===== src/rtl/mips_pkg.sv =====
// Shared MIPS pipeline definitions: load-type encodings, special register
// numbers and the writeback stage state type.
package mips_pkg;

  localparam int ALIGN_W = 32;

  localparam logic [2:0] LT_LW  = 3'd0;
  localparam logic [2:0] LT_LH  = 3'd1;
  localparam logic [2:0] LT_LHU = 3'd2;
  localparam logic [2:0] LT_LB  = 3'd3;
  localparam logic [2:0] LT_LBU = 3'd4;

  localparam logic [4:0] REG_RA   = 5'd31;
  localparam logic [4:0] REG_ZERO = 5'd0;

  typedef enum logic [1:0] {
    ST_EMPTY    = 2'd0,
    ST_WAIT_MEM = 2'd1,
    ST_WRITE    = 2'd2
  } stage_state_t;

endpackage


===== src/rtl/load_align.sv =====
// Big-endian load alignment and extension of a raw memory word.
// Purely combinational so the forwarding unit can share it.
module load_align
  import mips_pkg::*;
(
  input  logic [ALIGN_W-1:0] i_rdata,
  input  logic [1:0]         i_off,
  input  logic [2:0]         i_load_type,
  output logic [ALIGN_W-1:0] o_data
);

  logic [15:0] w_half;
  logic [7:0]  w_byte;

  always_comb begin
    // Lowest address holds the most significant bits.
    w_half = i_off[1] ? i_rdata[15:0] : i_rdata[31:16];
    case (i_off)
      2'd0:    w_byte = i_rdata[31:24];
      2'd1:    w_byte = i_rdata[23:16];
      2'd2:    w_byte = i_rdata[15:8];
      default: w_byte = i_rdata[7:0];
    endcase
  end

  always_comb begin
    case (i_load_type)
      LT_LH:   o_data = {{16{w_half[15]}}, w_half};
      LT_LHU:  o_data = {16'h0000, w_half};
      LT_LB:   o_data = {{24{w_byte[7]}}, w_byte};
      LT_LBU:  o_data = {24'h000000, w_byte};
      default: o_data = i_rdata;
    endcase
  end

endmodule


===== src/rtl/mem_wb_stage.sv =====
// MIPS writeback stage: accepts one retiring instruction, waits for load
// data if needed, and drives the register-file write port for one cycle.
module mem_wb_stage
  import mips_pkg::*;
#(
  parameter int DATA_W = 32,
  parameter int REG_AW = 5
) (
  input  logic              clk,
  input  logic              rst,
  input  logic              in_valid,
  output logic              in_ready,
  input  logic [DATA_W-1:0] in_alu_result,
  input  logic [DATA_W-1:0] in_pc,
  input  logic [REG_AW-1:0] in_rt,
  input  logic [REG_AW-1:0] in_rd,
  input  logic              in_reg_dst,
  input  logic              in_link,
  input  logic              in_reg_write,
  input  logic              in_mem_to_reg,
  input  logic [2:0]        in_load_type,
  input  logic              mem_rvalid,
  input  logic [DATA_W-1:0] mem_rdata,
  output logic              wb_we,
  output logic [REG_AW-1:0] wb_wn,
  output logic [DATA_W-1:0] wb_wd,
  output logic              fwd_valid,
  output logic              busy
);

  stage_state_t r_state, w_next;

  logic [REG_AW-1:0] r_wb_wn, r_pend_wn;
  logic [DATA_W-1:0] r_wb_wd;
  logic              r_wb_rw, r_pend_rw;
  logic [1:0]        r_pend_off;
  logic [2:0]        r_pend_lt;

  logic              w_accept, w_is_load;
  logic [REG_AW-1:0] w_wn_new;
  logic [DATA_W-1:0] w_wd_new, w_align;
  logic [1:0]        w_off_sel;
  logic [2:0]        w_lt_sel;

  assign w_accept  = in_valid & in_ready;
  assign w_is_load = in_mem_to_reg & ~in_link;
  assign w_wn_new  = in_link ? REG_AW'(REG_RA) : (in_reg_dst ? in_rd : in_rt);

  // While waiting, alignment uses the captured offset/type; otherwise the live inputs.
  assign w_off_sel = (r_state == ST_WAIT_MEM) ? r_pend_off : in_alu_result[1:0];
  assign w_lt_sel  = (r_state == ST_WAIT_MEM) ? r_pend_lt  : in_load_type;

  load_align u_load_align (
    .i_rdata     (mem_rdata),
    .i_off       (w_off_sel),
    .i_load_type (w_lt_sel),
    .o_data      (w_align)
  );

  always_comb begin
    if (in_link)
      w_wd_new = in_pc + DATA_W'(8);
    else if (!in_mem_to_reg)
      w_wd_new = in_alu_result;
    else
      w_wd_new = w_align;
  end

  always_ff @(posedge clk or posedge rst) begin
    if (rst)
      r_state <= ST_EMPTY;
    else
      r_state <= w_next;
  end

  always_comb begin
    w_next = r_state;
    case (r_state)
      ST_WAIT_MEM: if (mem_rvalid) w_next = ST_WRITE;
      default: begin
        if (w_accept)
          w_next = (w_is_load && !mem_rvalid) ? ST_WAIT_MEM : ST_WRITE;
        else
          w_next = ST_EMPTY;
      end
    endcase
  end

  always_comb begin
    in_ready  = (r_state == ST_EMPTY) || (r_state == ST_WRITE);
    busy      = (r_state != ST_EMPTY);
    wb_we     = (r_state == ST_WRITE) && r_wb_rw && (r_wb_wn != REG_AW'(REG_ZERO));
    fwd_valid = wb_we;
    wb_wn     = r_wb_wn;
    wb_wd     = r_wb_wd;
  end

  always_ff @(posedge clk or posedge rst) begin
    if (rst) begin
      r_wb_wn    <= '0;
      r_wb_wd    <= '0;
      r_wb_rw    <= 1'b0;
      r_pend_wn  <= '0;
      r_pend_rw  <= 1'b0;
      r_pend_off <= 2'd0;
      r_pend_lt  <= LT_LW;
    end else begin
      if (w_accept) begin
        r_pend_wn  <= w_wn_new;
        r_pend_rw  <= in_reg_write;
        r_pend_off <= in_alu_result[1:0];
        r_pend_lt  <= in_load_type;
      end
      // Visible write-port values change only when a result becomes final.
      if (w_next == ST_WRITE) begin
        if (r_state == ST_WAIT_MEM) begin
          r_wb_wn <= r_pend_wn;
          r_wb_rw <= r_pend_rw;
          r_wb_wd <= w_align;
        end else begin
          r_wb_wn <= w_wn_new;
          r_wb_rw <= in_reg_write;
          r_wb_wd <= w_wd_new;
        end
      end
    end
  end

endmodule


===== config.mk =====
export PLATFORM = sky130hd
export DESIGN_NAME = mem_wb_stage
export DESIGN_NICKNAME = d
export VERILOG_FILES = /design/src/rtl/mips_pkg.sv /design/src/rtl/load_align.sv /design/src/rtl/mem_wb_stage.sv
export SDC_FILE = /design/constraint.sdc
export NUM_CORES = 1
export LEC_CHECK = 0
export CAP_MARGIN = 20
export CORE_MARGIN = 2
export CORE_UTILIZATION = 43
export CTS_CLUSTER_DIAMETER = 40
export DETAILED_ROUTE_END_ITERATION = 7
export PLACE_DENSITY = 0.78
export SETUP_SLACK_MARGIN = 0.1
export SLEW_MARGIN = 10
export SYNTH_ARGS = -nofsm -noshare
export SYNTH_HDL_FRONTEND = slang
export SYNTH_HIERARCHICAL = 1
export SYNTH_SLANG_ARGS = --single-unit

===== constraint.sdc =====
create_clock -name clk -period 2.78 [get_ports clk]
set_input_delay 0.278 -clock clk [delete_from_list [all_inputs] [get_ports clk]]
set_output_delay 0.278 -clock clk [all_outputs]
set_load 0.03 [all_outputs]

# Yosys cells after proc, flatten, opt, wreduce, memory -nomap -nowiden
# Cells that the tools add are included.
# Widths: inputs -> output; s select.
[op_classes]
addsub = 1
n_bitwise = 3
eq_ne = 9
n_mux = 16
n_reduce_logical = 9
[ops]
columns = ["op", "n"]
rows = [
  ["$pmux 32 s4", 1],
  ["$mux 32", 3],
  ["$add 32x4->32 const B", 1],
  ["$pmux 8 s3", 1],
  ["$mux 16", 1],
  ["$mux 5", 3],
  ["$mux 2", 5],
  ["$eq 2x2->1 const B", 3],
  ["$eq 3x2->1 const B", 2],
  ["$reduce_bool 5->1", 1],
  ["$eq 2x1->1 const B", 2],
  ["$logic_not 2->1", 2],
  ["$eq 3x1->1 const B", 1],
  ["$eq 3x3->1 const B", 1],
  ["$logic_and 1x1->1", 3],
  ["$mux 3", 1],
  ["$and 1x1->1", 2],
  ["$reduce_bool 2->1", 1],
  ["$logic_not 1->1", 1],
  ["$logic_or 1x1->1", 1],
  ["$mux 1", 1],
  ["$not 1->1", 1],
]
[word_totals]
out_inout_bits = 41
regBits = 51

# Logic depth before layout (Yosys ltp)
[logic_depth]
depth_word = 8
ltp_mapped = 17
ltp_nobuf = 11

# Hierarchy
# Netlist, hierarchy kept.
[modules_own_cells]
columns = ["mod", "cells_per_inst", "instances", "seq_area_each_um2", "area_each_um2"]
rows = [
  ["mem_wb_stage", 421, 1, 1276.2, 3424.5],
  ["load_align", 157, 1, 0.0, 1270.0],
]

# Least setup slack after synthesis
# Ideal clock, no wire load.
[synth_timing]
path_type = "reg-to-reg"
startpoint = "register r_state[0]"
endpoint = "register r_wb_wd[30] (netlist: wb_wd[30])"
setup_time_ns = 0.129
path_buffers = 5
arrival_ns = 2.570
path_stages_with_launch = 17
path_slack_ns = 0.080
cell_sequence = "dfrtp_1 > nand2b_1 > buf_2 > buf_2 > clkbuf_1 > nand2_1 > nand2_1 > buf_6 > mux2_2 > o21bai_4 > buf_4 > o2bb2ai_1 > and2_1 > a31oi_1 > o211ai_1 > o21ai_0 > o21ai_0"
[synth_between]
elab_chain_cells = 8
elab_cells_between_ends = 24
cone_classes = "9 x eq/ne; 11 x mux; 1 x bitwise; 3 x reduce/logical"
[synth_lines]
columns = ["item", "line_no", "text"]
rows = [
  ["start: declaration", "mem_wb_stage.sv:31", "stage_state_t r_state, w_next;"],
  ["start signal: assignment", "mem_wb_stage.sv:73", "r_state <= w_next;"],
  ["$eq 2x1->1 (*)", "mem_wb_stage.sv:50", "assign w_off_sel = (r_state == ST_WAIT_MEM) ? r_pend_off : in_alu_result[1:0];"],
  ["$mux 2 (*)", "mem_wb_stage.sv:50", ""],
  ["named net w_off_sel[1]", "mem_wb_stage.sv:42", "logic [1:0] w_off_sel;"],
  ["$eq 2x2->1, or another cell as far along", "load_align.sv:18", "case (i_off)"],
  ["$pmux 8 s3", "load_align.sv:18", ""],
  ["$pmux 32 s4 (*)", "load_align.sv:27", "case (i_load_type)"],
  ["named net w_align[30]", "mem_wb_stage.sv:41", "logic [DATA_W-1:0] w_wd_new, w_align;"],
  ["$mux 32", "mem_wb_stage.sv:63", "else if (!in_mem_to_reg)"],
  ["$mux 32", "mem_wb_stage.sv:61", "if (in_link)"],
  ["$mux 32 (*)", "mem_wb_stage.sv:116", "if (r_state == ST_WAIT_MEM) begin"],
  ["end signal: assignment", "mem_wb_stage.sv:119", "r_wb_wd <= w_align;"],
  ["end signal: assignment", "mem_wb_stage.sv:123", "r_wb_wd <= w_wd_new;"],
  ["end: declaration", "mem_wb_stage.sv:34", "logic [DATA_W-1:0] r_wb_wd;"],
]
# The timed path passes the listed nets; every way through them passes the cells marked *.
# A chain may end at the register's enable or synchronous reset.

# Final worst setup path
[layout_timing]
startpoint = "register r_state[0]"
endpoint = "register r_wb_wd[16] (netlist: wb_wd[16])"
[layout_between]
elab_cells_between_ends = 24
cone_classes = "9 x eq/ne; 11 x mux; 1 x bitwise; 3 x reduce/logical"
[layout_rtl]
columns = ["item", "line_no", "text"]
rows = [
  ["$eq 2x1->1 (*)", "mem_wb_stage.sv:51", "assign w_lt_sel = (r_state == ST_WAIT_MEM) ? r_pend_lt : in_load_type;"],
  ["$mux 3 (*)", "mem_wb_stage.sv:51", ""],
  ["named net w_lt_sel[0]", "mem_wb_stage.sv:43", "logic [2:0] w_lt_sel;"],
  ["$eq 3x3->1, or another cell as far along", "load_align.sv:27", ""],
  ["$pmux 32 s4 (*)", "load_align.sv:27", ""],
  ["named net w_align[16]", "mem_wb_stage.sv:41", ""],
  ["$mux 32", "mem_wb_stage.sv:63", ""],
  ["$mux 32", "mem_wb_stage.sv:61", ""],
  ["$mux 32 (*)", "mem_wb_stage.sv:116", ""],
]
# Marks and branches as above.

==> results.cfg <==
[finish]
final_cell_mix = 157 x clkdlybuf4s50_1, 69 x nand2_1, 50 x dfrtp_1
n_antenna_cell = 0
final_common_cell = clkdlybuf4s50_1
area_growth_pct = 42.0
multi_input_area_um2 = 3110
nFillCells = 990
seq_area_um2 = 1280
final_cell_area_um2 = 6670
nNetsFinal = 846
drive_above_1_share = 0.143

[die]
coreArea_um2 = 10700
die_h_um = 108
rows = 38
die_area_um2 = 11800
top_level_ports = 158
chipWidth_um = 108
start_util = 0.437

[global_route]
grt_pass1_vias = 5318
grt_overflow = 0
gr-usage-met1 = 0.407
grt_max_degree = 39
grt_pass1_wl_um = 29000
track_usage = 0.325
busiest_layer = met2
antenna_found_initial = 0
use_met2 = 0.542
grtUsageMet3 = 0.0645

[detailed_routing]
drt-pass1-iter-count = 5
vias = 5524
drtIter0Drc = 529
drc = 0
drtAntennaViolNets = 0
wirelength_um = 19200
wl_per_cell_um = 22.1
vias_per_cell = 6.36

[place]
portBuffers = 157
pre_cts_ws_ns = -0.206
hpwlAfterDp_um = 14500
gp_congestion = 0.900
dpl_cell_area_um2 = 6450

[synthesis]
synth_edf_count = 0
syn_inst = 578
ys_types = 72
yosysWarnings = 6
synth_nets = 696
synth_area_per_cell_um2 = 8.12
synthMuxAreaShare = 0.0450
ys_seq_area_frac = 0.272
synthSimpleGateAreaFrac = 0.215
ys_ff_latch = 51
synth.top_cell.area_share = 0.272
async_reset_ff_frac = 1.00
synth_area_um2 = 4690
synth_xor_area_frac = 0.0450
synth_compound_area_frac = 0.336
synth_ff_type = dfrtp_1
synth.top_cells.by_area = dfrtp_1 27%, nand2_1 5.7%, o21ai_0 4.6%
synthAdderAreaFrac = 0.00267
synth_area_leader_cell = dfrtp_1
synth_top_family_by_area = compound AO/OA/AOI/OAI gates

[worst_setup_path]
critPathSlowestCell = dfrtp_2
critical_path.cell_chain = nor2b_1 > buf_4 > nand2_1 > nand2_1 > or2_1 > buf_4 > xnor2_4 > buf_6 > o2bb2ai_1 > o32ai_1 > a31o_1 > a21oi_1
crit_type = flop to flop
path_max_fanout = 12
cp.depth = 12
endpoint_kind = flop
cp.required_ns = 3.05
max_stage_delay_ns = 0.46
cp.arrival_ns = 2.88
startpoint = r_state[0]$_DFF_PP0_
crit_buf_inv = 3
crit_family = compound AO/OA/AOI/OAI gates
reg2reg_from = r_state[0]$_DFF_PP0_
rr_worst_depth = 12
cp-start-kind = flop

[clock_tree]
postCtsSetupRepairBufs = 0
clock_latency_ns = 0.33
cts_buffer_depth = 2
clkSinkCount = 51
numCtsBuffers = 5
root_buffer = clkbuf_8
clk_transition_reported_paths_ns = 0.11
cts_tree = done
postCtsHoldBufs = 0
cts_max_level = 2

[power_and_ir_drop]
total_power_w = 0.00282
power_density_nw_per_um2 = 423
ir_worst_vdd_mv = 0.280
p_leak_nw = 2.51

[sta]
max_freq_mhz = 383
fin_crit_sh = 0.938
whs_ns = 0.329
finClkSkew_ns = 0.00704
setup_viol = 0
slew_headroom = 0.507
rsz0062_at_grt = yes
hold_violations = 0
drv_slew = 0
worst_pin_slew_ns = 0.734
min_period_ns = 2.61
timing.final.ws_setup_ns = 0.171
tns_ns = 0

[worst_hold_path]
hold_class = input port to async pin

[status]
status = finished, final reports clean

[job]
cap_violations = 0
==> sequential cells by signal, indices dropped and copies added, names as in the netlist <==
register    cells
r_pend_rw       1
r_pend_lt       3
wb_wn           5
r_pend_wn       5
r_pend_off      2
wb_wd          32
r_state         2
r_wb_rw         1
==> cell families (layout without fill, tap and decap cells) <==
| kind of cell | Yosys count | after routing |
|---|---|---|
| AND/OR/NAND/NOR | 204 | 204 |
| AO/OA/AOI/OAI | 218 | 218 |
| flip-flops | 51 | 51 |
| XOR/XNOR | 22 | 22 |
| buffers and inverters | 70 | 221 |
| adder cells (fa/ha/maj) | 1 | 1 |
| multiplexers | 12 | 12 |
==> cell type report <==
class                           instances  share of cell area
Clock inverter                          3             0.00432
Timing Repair Buffer                  195               0.290
Inverter                               18              0.0107
Sequential cell                        51               0.192
Clock buffer                            5              0.0103
Tap cell                              140              0.0263
Multi-Input combinational cell        457               0.467
==> per-stage QoR <==
stage          cells   util
6_report         869  0.620
5_1_grt          869  0.620
4_1_cts          868  0.611
3_5_place_dp     860  0.600
3_3_place_gp     860  0.600
2_1_floorplan    578      -
==> worst paths after layout <==
check                                        endpoint  slack (ns)
max in group asynchronous        r_state[0]$_DFF_PP0_        1.74
worst max register to register  wb_wd[16]$_DFFE_PP0N_        0.17
min in group clk                r_pend_rw$_DFFE_PP0N_        0.49
worst min-delay path            wb_wd[16]$_DFFE_PP0N_        0.33
worst max-delay path            wb_wd[16]$_DFFE_PP0N_        0.17
worst min register to register  r_pend_rw$_DFFE_PP0N_        0.49
==> timing repair <==
action | CTS | global route
pin swaps | 1 | 5
cloned | 0 | 1
endpoints found under the setup margin | 4 | 15
gates resized for setup | 3 | 15
==> where the power goes <==
| part | internal [W] | switching [W] | total, W |
|---|---|---|---|
| sequential | 0.000856 | 0.0000777 | 0.000933 |
| clock | 0.000188 | 0.000303 | 0.000491 |
| combinational | 0.000643 | 0.000755 | 0.00140 |
| total | 0.00169 | 0.00114 | 0.00282 |
==> synthesized netlist by cell type, drive strengths merged (9+ instances only) <==
cell type	number
nor2b	10
o221ai	13
buf	36
nor2	50
o32ai	23
a221oi	14
a21oi	39
inv	18
o2bb2ai	16
dfrtp	51
nand3	12
o22ai	12
o21ba	13
clkbuf	16
xnor2	9
nand2	71
o21ai	44
xor2	13
nand4	14
==> layer usage <==
layer  vias to the layer above  part of all wire  routed length [um]
li1                       2478                 -                   -
met1                      2666              0.39                7480
met2                       319              0.48                9200
met3                        61             0.091                1750
met4                         0             0.038                 737
met5                         -                 0                   0
(Power assumes the default switching activity.)
